### config.mk
export PLATFORM = sky130hd
export DESIGN_NAME = apb_fifo_slave
export DESIGN_NICKNAME = d
export VERILOG_FILES = /design/src/rtl/apb_fifo_slave_pkg.sv /design/src/rtl/apb_sync_fifo.sv /design/src/rtl/apb_fifo_slave.sv
export SDC_FILE = /design/constraint.sdc
export NUM_CORES = 1
export LEC_CHECK = 0
export ABC_CLOCK_PERIOD_IN_PS = 4400
export BUFFER_PORTS_ARGS = -buffer_cell sky130_fd_sc_hd__buf_2
export CAP_MARGIN = 0
export CORE_MARGIN = 2
export CORE_UTILIZATION = 50
export CTS_BUF_LIST = sky130_fd_sc_hd__clkbuf_8
export DETAILED_ROUTE_END_ITERATION = 12
export PLACE_DENSITY = 0.77
export SYNTH_ARGS = -nofsm -noshare
export SYNTH_HDL_FRONTEND = slang
export SYNTH_SLANG_ARGS = --single-unit
### constraint.sdc
create_clock -name PCLK -period 4.4 [get_ports PCLK]
set_input_delay 0.88 -clock PCLK [delete_from_list [all_inputs] [get_ports PCLK]]
set_output_delay 0.88 -clock PCLK [all_outputs]
set_load 0.02 [all_outputs]
### src/rtl/apb_fifo_slave_pkg.sv
// Shared constants for the APB FIFO slave: register offsets, CTRL bit indices, FSM states.
package apb_fifo_slave_pkg;

    localparam int unsigned ADDR_W = 12;
    localparam int unsigned DATA_W = 32;
    localparam int unsigned WAIT_W = 4;

    localparam logic [ADDR_W-1:0] CTRL_OFS   = 12'h000;
    localparam logic [ADDR_W-1:0] STATUS_OFS = 12'h004;
    localparam logic [ADDR_W-1:0] TXDATA_OFS = 12'h008;
    localparam logic [ADDR_W-1:0] RXDATA_OFS = 12'h00C;

    localparam int unsigned CTRL_EN_BIT     = 0;
    localparam int unsigned CTRL_FLUSH_BIT  = 1;
    localparam int unsigned CTRL_IRQ_EN_BIT = 2;

    typedef enum logic {
        ST_IDLE   = 1'b0,
        ST_ACCESS = 1'b1
    } state_t;

endpackage

### src/rtl/apb_sync_fifo.sv
// Single-clock word FIFO with flush; head word is presented combinationally on rdata.
module apb_sync_fifo #(
    parameter  int unsigned DEPTH = 8,
    parameter  int unsigned WIDTH = 32,
    localparam int unsigned PTR_W = $clog2(DEPTH)
) (
    input  logic             clk,
    input  logic             rst_n,
    input  logic             push,
    input  logic             pop,
    input  logic             flush,
    input  logic [WIDTH-1:0] wdata,
    output logic [WIDTH-1:0] rdata,
    output logic             empty,
    output logic             full,
    output logic [PTR_W:0]   count
);

    logic [WIDTH-1:0] mem [DEPTH];
    logic [PTR_W-1:0] wr_ptr;
    logic [PTR_W-1:0] rd_ptr;
    logic             do_push;
    logic             do_pop;

    assign empty   = (count == '0);
    assign full    = (count == (PTR_W + 1)'(DEPTH));
    assign do_push = push & ~full;
    assign do_pop  = pop & ~empty;
    assign rdata   = mem[rd_ptr];

    // Storage carries no reset; only the pointers define validity.
    always_ff @(posedge clk) begin
        if (do_push && !flush) begin
            mem[wr_ptr] <= wdata;
        end
    end

    always_ff @(posedge clk or negedge rst_n) begin
        if (!rst_n) begin
            wr_ptr <= '0;
            rd_ptr <= '0;
            count  <= '0;
        end else if (flush) begin
            wr_ptr <= '0;
            rd_ptr <= '0;
            count  <= '0;
        end else begin
            if (do_push) begin
                wr_ptr <= wr_ptr + PTR_W'(1);
            end
            if (do_pop) begin
                rd_ptr <= rd_ptr + PTR_W'(1);
            end
            case ({do_push, do_pop})
                2'b10:   count <= count + (PTR_W + 1)'(1);
                2'b01:   count <= count - (PTR_W + 1)'(1);
                default: count <= count;
            endcase
        end
    end

endmodule

### src/rtl/apb_fifo_slave.sv
// APB completer fronting a word FIFO with programmable wait states.
// Optional APB_SLVERR_EN adds a PSLVERR output for unmapped or illegal accesses.
module apb_fifo_slave
    import apb_fifo_slave_pkg::*;
#(
    parameter int unsigned DEPTH       = 8,
    parameter int unsigned WAIT_CYCLES = 0
) (
    input  logic        PCLK,
    input  logic        PRESET,
    input  logic        PSEL,
    input  logic        PENABLE,
    input  logic        PWRITE,
    input  logic [31:0] PADDR,
    input  logic [31:0] PWDATA,
    output logic [31:0] PRDATA,
    output logic        PREADY,
`ifdef APB_SLVERR_EN
    output logic        PSLVERR,
`endif
    output logic        irq
);

    localparam int unsigned CNT_W = $clog2(DEPTH) + 1;

    state_t              state_q, state_d;
    logic [WAIT_W-1:0]   wait_q, wait_d;
    logic [ADDR_W-1:0]   addr_q, addr_d;
    logic                write_q, write_d;
    logic [DATA_W-1:0]   wdata_q, wdata_d;
    logic                en_q;
    logic                irq_en_q;

    logic                done;
    logic                sel_ctrl, sel_status, sel_tx, sel_rx;
    logic                fifo_push, fifo_pop, fifo_flush, ctrl_wr;
    logic [DATA_W-1:0]   fifo_head;
    logic                fifo_empty, fifo_full;
    logic [CNT_W-1:0]    fifo_count;
    logic [DATA_W-1:0]   rd_value;
    logic                unused_paddr;

    assign unused_paddr = ^PADDR[31:ADDR_W];

    // The transfer completes (and its side effect fires) in the last ACCESS cycle.
    assign done   = (state_q == ST_ACCESS) && PSEL && (wait_q == '0);
    assign PREADY = done;

    always_ff @(posedge PCLK or negedge PRESET) begin
        if (!PRESET) begin
            state_q <= ST_IDLE;
            wait_q  <= '0;
            addr_q  <= '0;
            write_q <= 1'b0;
            wdata_q <= '0;
        end else begin
            state_q <= state_d;
            wait_q  <= wait_d;
            addr_q  <= addr_d;
            write_q <= write_d;
            wdata_q <= wdata_d;
        end
    end

    always_comb begin
        state_d = state_q;
        wait_d  = wait_q;
        addr_d  = addr_q;
        write_d = write_q;
        wdata_d = wdata_q;
        case (state_q)
            ST_IDLE: begin
                if (PSEL && !PENABLE) begin
                    addr_d  = PADDR[ADDR_W-1:0];
                    write_d = PWRITE;
                    wdata_d = PWDATA;
                    wait_d  = WAIT_W'(WAIT_CYCLES);
                    state_d = ST_ACCESS;
                end
            end
            ST_ACCESS: begin
                // A dropped PSEL abandons the transfer without touching the FIFO or CTRL.
                if (!PSEL) begin
                    state_d = ST_IDLE;
                end else if (wait_q != '0) begin
                    wait_d = wait_q - WAIT_W'(1);
                end else begin
                    state_d = ST_IDLE;
                end
            end
            default: state_d = ST_IDLE;
        endcase
    end

    assign sel_ctrl   = (addr_q == CTRL_OFS);
    assign sel_status = (addr_q == STATUS_OFS);
    assign sel_tx     = (addr_q == TXDATA_OFS);
    assign sel_rx     = (addr_q == RXDATA_OFS);

    assign ctrl_wr    = done & write_q & sel_ctrl;
    assign fifo_flush = ctrl_wr & wdata_q[CTRL_FLUSH_BIT];
    assign fifo_push  = done & write_q & sel_tx & en_q & ~fifo_full;
    assign fifo_pop   = done & ~write_q & sel_rx & ~fifo_empty;

    always_ff @(posedge PCLK or negedge PRESET) begin
        if (!PRESET) begin
            en_q     <= 1'b0;
            irq_en_q <= 1'b0;
        end else if (ctrl_wr) begin
            en_q     <= wdata_q[CTRL_EN_BIT];
            irq_en_q <= wdata_q[CTRL_IRQ_EN_BIT];
        end
    end

    apb_sync_fifo #(
        .DEPTH (DEPTH),
        .WIDTH (DATA_W)
    ) u_fifo (
        .clk   (PCLK),
        .rst_n (PRESET),
        .push  (fifo_push),
        .pop   (fifo_pop),
        .flush (fifo_flush),
        .wdata (wdata_q),
        .rdata (fifo_head),
        .empty (fifo_empty),
        .full  (fifo_full),
        .count (fifo_count)
    );

    always_comb begin
        rd_value = '0;
        case (addr_q)
            CTRL_OFS: begin
                rd_value[CTRL_EN_BIT]     = en_q;
                rd_value[CTRL_IRQ_EN_BIT] = irq_en_q;
            end
            STATUS_OFS: begin
                rd_value[0]    = fifo_empty;
                rd_value[1]    = fifo_full;
                rd_value[15:8] = 8'(fifo_count);
            end
            RXDATA_OFS: rd_value = fifo_empty ? '0 : fifo_head;
            default:    rd_value = '0;
        endcase
    end

    assign PRDATA = (done && !write_q) ? rd_value : '0;
    assign irq    = irq_en_q & ~fifo_empty;

`ifdef APB_SLVERR_EN
    logic access_err;

    assign access_err = ~(sel_ctrl | sel_status | sel_tx | sel_rx)
                      | (write_q & (sel_status | sel_rx))
                      | (write_q & sel_tx & (~en_q | fifo_full))
                      | (~write_q & sel_rx & fifo_empty);
    assign PSLVERR    = done & access_err;
`endif

endmodule

==> impl_metrics.py <==
metrics = {
    "cells_and_area": {
        "insertedDiodeCount": 0,
        "final_area_um2": 14400,
        "layoutNonFillerInstCount": 1106,
        "layout-area-overhead-vs-synth_pct": 15.5,
        "final.fill_count": 1786,
        "seq_area_um2": 9250,
        "fraction_of_final_layout_cells_sized_beyond_drive_strength_1_pct": 36.6,
        "multi_input_comb_area_um2": 3140,
        "final_net_count": 818,
    },
    "clock_tree": {
        "tritoncts_clock_tree": "done",
        "post_cts.repair.setup_buffers": 0,
        "hold_fix_buffers_cts": 0,
        "cts_resized": 0,
        "ctsRootBufferMaster": "sky130_fd_sc_hd__clkbuf_8",
        "tritoncts_num_sinks": 318,
        "cts.htree.levels": 2,
        "insertion_delay_ns": 0.57,
        "cts_inserted_buffers": 49,
        "cts_buffer_depth": 3,
        "clk_pin_slew_worst_paths_ns": 0.06,
    },
    "run_status": {
        "run_status": "finished clean",
    },
    "floorplanning": {
        "fp.dieW_um": 162,
        "core_area_um2": 24400,
        "placement_rows": 57,
        "initial_core_util_pct": 51.0,
        "dieArea_um2": 26200,
        "ios": 103,
        "floorplan.die.height_um": 162,
    },
    "setup_path": {
        "critical_path.max_stage_delay_ns": 0.60,
        "r2r-end": "u_fifo.mem[4][0]",
        "worstPathMaxFanout": 5,
        "timing.reg2reg.setup_slack_ns": 1.09,
        "critical_path.slowest_cell": "sky130_fd_sc_hd__or4_1",
        "cp_cell_sequence": "or4_1, nor3_1, and3_1, and3_1, o2bb2ai_1, buf_2",
        "worstRegToRegCells": 6,
        "worstPathRequired_ns": 3.52,
        "worst-setup-path-type": "reg2out",
        "critPathCaptureType": "primary output",
        "critical_path_launch_point_type": "flip-flop",
        "critical-path-top-cell-by-count": "sky130_fd_sc_hd__and3_1",
        "worst_r2r_startpoint": "addr_q[1]",
        "critPathArrivalTime_ns": 3.04,
    },
    "logic_synthesis": {
        "synth_sequential_area_ratio_pct": 74.2,
        "netlist-cell-type-count": 42,
        "yosysTopAreaCellShare_pct": 61.8,
        "synth_edf_count": 256,
        "cell_area_after_technology_mapping_um2": 12400,
        "share_of_async_settable_or_async_resettable_flops_after_synthesis_pct": 19.5,
        "synth_area_per_cell_um2": 19.9,
        "syn-num-nets": 699,
        "library_cell_with_the_highest_instance_count_after_synthesis": "sky130_fd_sc_hd__edfxtp_1",
        "ys_top_cells_by_count": "sky130_fd_sc_hd__edfxtp_1, sky130_fd_sc_hd__mux4_2, sky130_fd_sc_hd__dfrtp_1",
        "synthDominantAreaCellType": "sky130_fd_sc_hd__edfxtp_1",
        "synthesis.instances": 626,
        "yosys_most_used_dff": "sky130_fd_sc_hd__edfxtp_1",
        "synth_seq_cells": 318,
        "synth-warning-count": 0,
        "synth_top_cells_by_area": "sky130_fd_sc_hd__edfxtp_1, sky130_fd_sc_hd__dfrtp_1, sky130_fd_sc_hd__mux4_2, sky130_fd_sc_hd__mux2_2, sky130_fd_sc_hd__mux2i_1",
    },
    "global_routing": {
        "grtUsageTotal_pct": 19.1,
        "global_route_wire_length_before_repair_mm": 37.6,
        "gr-total-overflow": 0,
        "grt_pass1_vias": 6689,
        "maximum_number_of_pins_on_one_net_before_global_route_repair": 63,
        "number_of_antenna_violations_at_the_first_check_in_global_routing": 0,
    },
    "timing": {
        "worst_hold_slack_ns": 0.427,
        "sum_neg_setup_slack_ns": 0,
        "hold_violations": 0,
        "min_period_over_period_pct": 89.0,
        "clock-skew-final_ns": 0.0309,
        "rsz0062_at_grt": "no",
        "fmax_ghz": 0.255,
        "timing.final.crit_period_ns": 3.92,
        "remaining_max_slew_budget_at_the_tightest_pin_pct": 39.6,
        "final-setup-viol-count": 0,
        "timing_worst_slew_pin_value_ns": 0.905,
        "final_max_slew_viol_count": 0,
    },
    "power_and_ir_drop": {
        "power_density_nw_per_um2": 441,
        "vdd.ir_drop.worst_uv": 207,
        "total_power_mw": 6.34,
        "total_leakage_power_nw": 4.94,
    },
    "detailed_routing": {
        "dr_total_vias": 6326,
        "antenna_violating_nets_post_route": 0,
        "average_wire_per_standard_cell_um": 22.1,
        "detailedRoute.firstPassIterationCount": 5,
        "dr.first_iter.drc_count": 516,
        "post_drt_via_cell_ratio": 5.72,
        "wl_mm": 24.4,
        "drc": 0,
    },
    "placement": {
        "hpwlAfterDp_mm": 13.8,
        "placed_instance_area_um2": 13400,
        "port_buffers": 82,
        "routabilityCongestion": 0.758,
        "placed_cells_incl_taps": 1018,
    },
    "run": {
        "timing.max_cap.violations": 0,
    },
    "hold_path": {
        "worst_hold_path_type": "in2async",
    },
}
-- routing by layer --
layer,track usage (%),share of wire (%),up-vias,wire length [um]
li1,-,-,2772,-
met4,6.48,2.5,0,618
met3,3.60,5.0,51,1220
met5,0,0,-,0
met1,25.1,42,3305,10200
met2,32.4,50,198,12300
-- worst max-delay path: cells and delay by family (launching register included) --
kind / cells / cell delay (ns)
AO/OA/AOI/OAI: 1 / 0.22
buffers and inverters: 1 / 0.23
AND/OR/NAND/NOR: 4 / 1.66
flip-flops: 1 / 0.37
-- power breakdown --
part | total, mW | internal (mW) | switching (mW)
Sequential | 3.76 | 3.54 | 0.221
Combinational | 0.267 | 0.150 | 0.117
Clock | 2.31 | 1.22 | 1.09
-- worst max path at each step --
stage / startpoint / endpoint / slack, ns / cells after the start
after global routing: addr_q[1] / PRDATA[9] / 0.34 / 6
after floorplan: wait_q[0] / u_fifo.mem[7][0] / 0.84 / 8
final: addr_q[1] / PRDATA[11] / 0.48 / 6
after global placement: addr_q[1] / PRDATA[11] / 1.15 / 6
after detailed placement: addr_q[1] / u_fifo.mem[4][0] / 1.11 / 6
after CTS: addr_q[1] / PRDATA[11] / 0.53 / 6
-- per-stage QoR --
stage                     util [%]  setup WS [ns]
final                         58.9          0.484
after global routing          58.9          0.344
after CTS                     58.9          0.526
after detailed placement      55.1           1.11
after global placement        55.1           1.15
after floorplan                  -          0.841
-- cells by family (layout without fill, tap and decap cells) --
family | count (synthesis) | count (layout) | share of synthesized area, %
AOI/OAI and AO/OA | 18 | 18 | 1.04
adders and majority gates | 4 | 4 | 0.402
muxes | 144 | 144 | 18.5
xor gates and xnor gates | 8 | 8 | 0.563
DFF | 318 | 318 | 74.2
buffers and inverters | 34 | 190 | 1.14
and+or+nand+nor | 100 | 100 | 4.16
-- final cells by class --
class	instances	area share (%)
inverter	4	0.104
clock inverter	32	1.13
timing repair buffer	98	4.41
multi-input combinational	274	21.8
sequential	318	64.3
clock buffer	56	5.36
tap	324	2.82
-- flip-flops by register name, indices dropped and copies added (netlist names) --
signal         count
u_fifo.count       4
wait_q             4
wdata_q           32
en_q               1
addr_q            12
u_fifo.rd_ptr      3
state_q            1
u_fifo.mem       256
write_q            1
irq_en_q           1
u_fifo.wr_ptr      3
-- cells in the final DEF (no fill, tap or decap), drive strengths merged, types with 6 or more instances in the layout --
master  synthesis  final
mux2i          34     34
nand3           7      7
nor3            6      6
clkinv          0     12
nor2           45     45
inv             4     23
xor2            7      7
mux2           46     46
edfxtp        256    256
clkbuf         23     56
buf             7     98
dfrtp          62     62
nand2          12     12
mux4           64     64
Power figures use the tool's default switching activity.
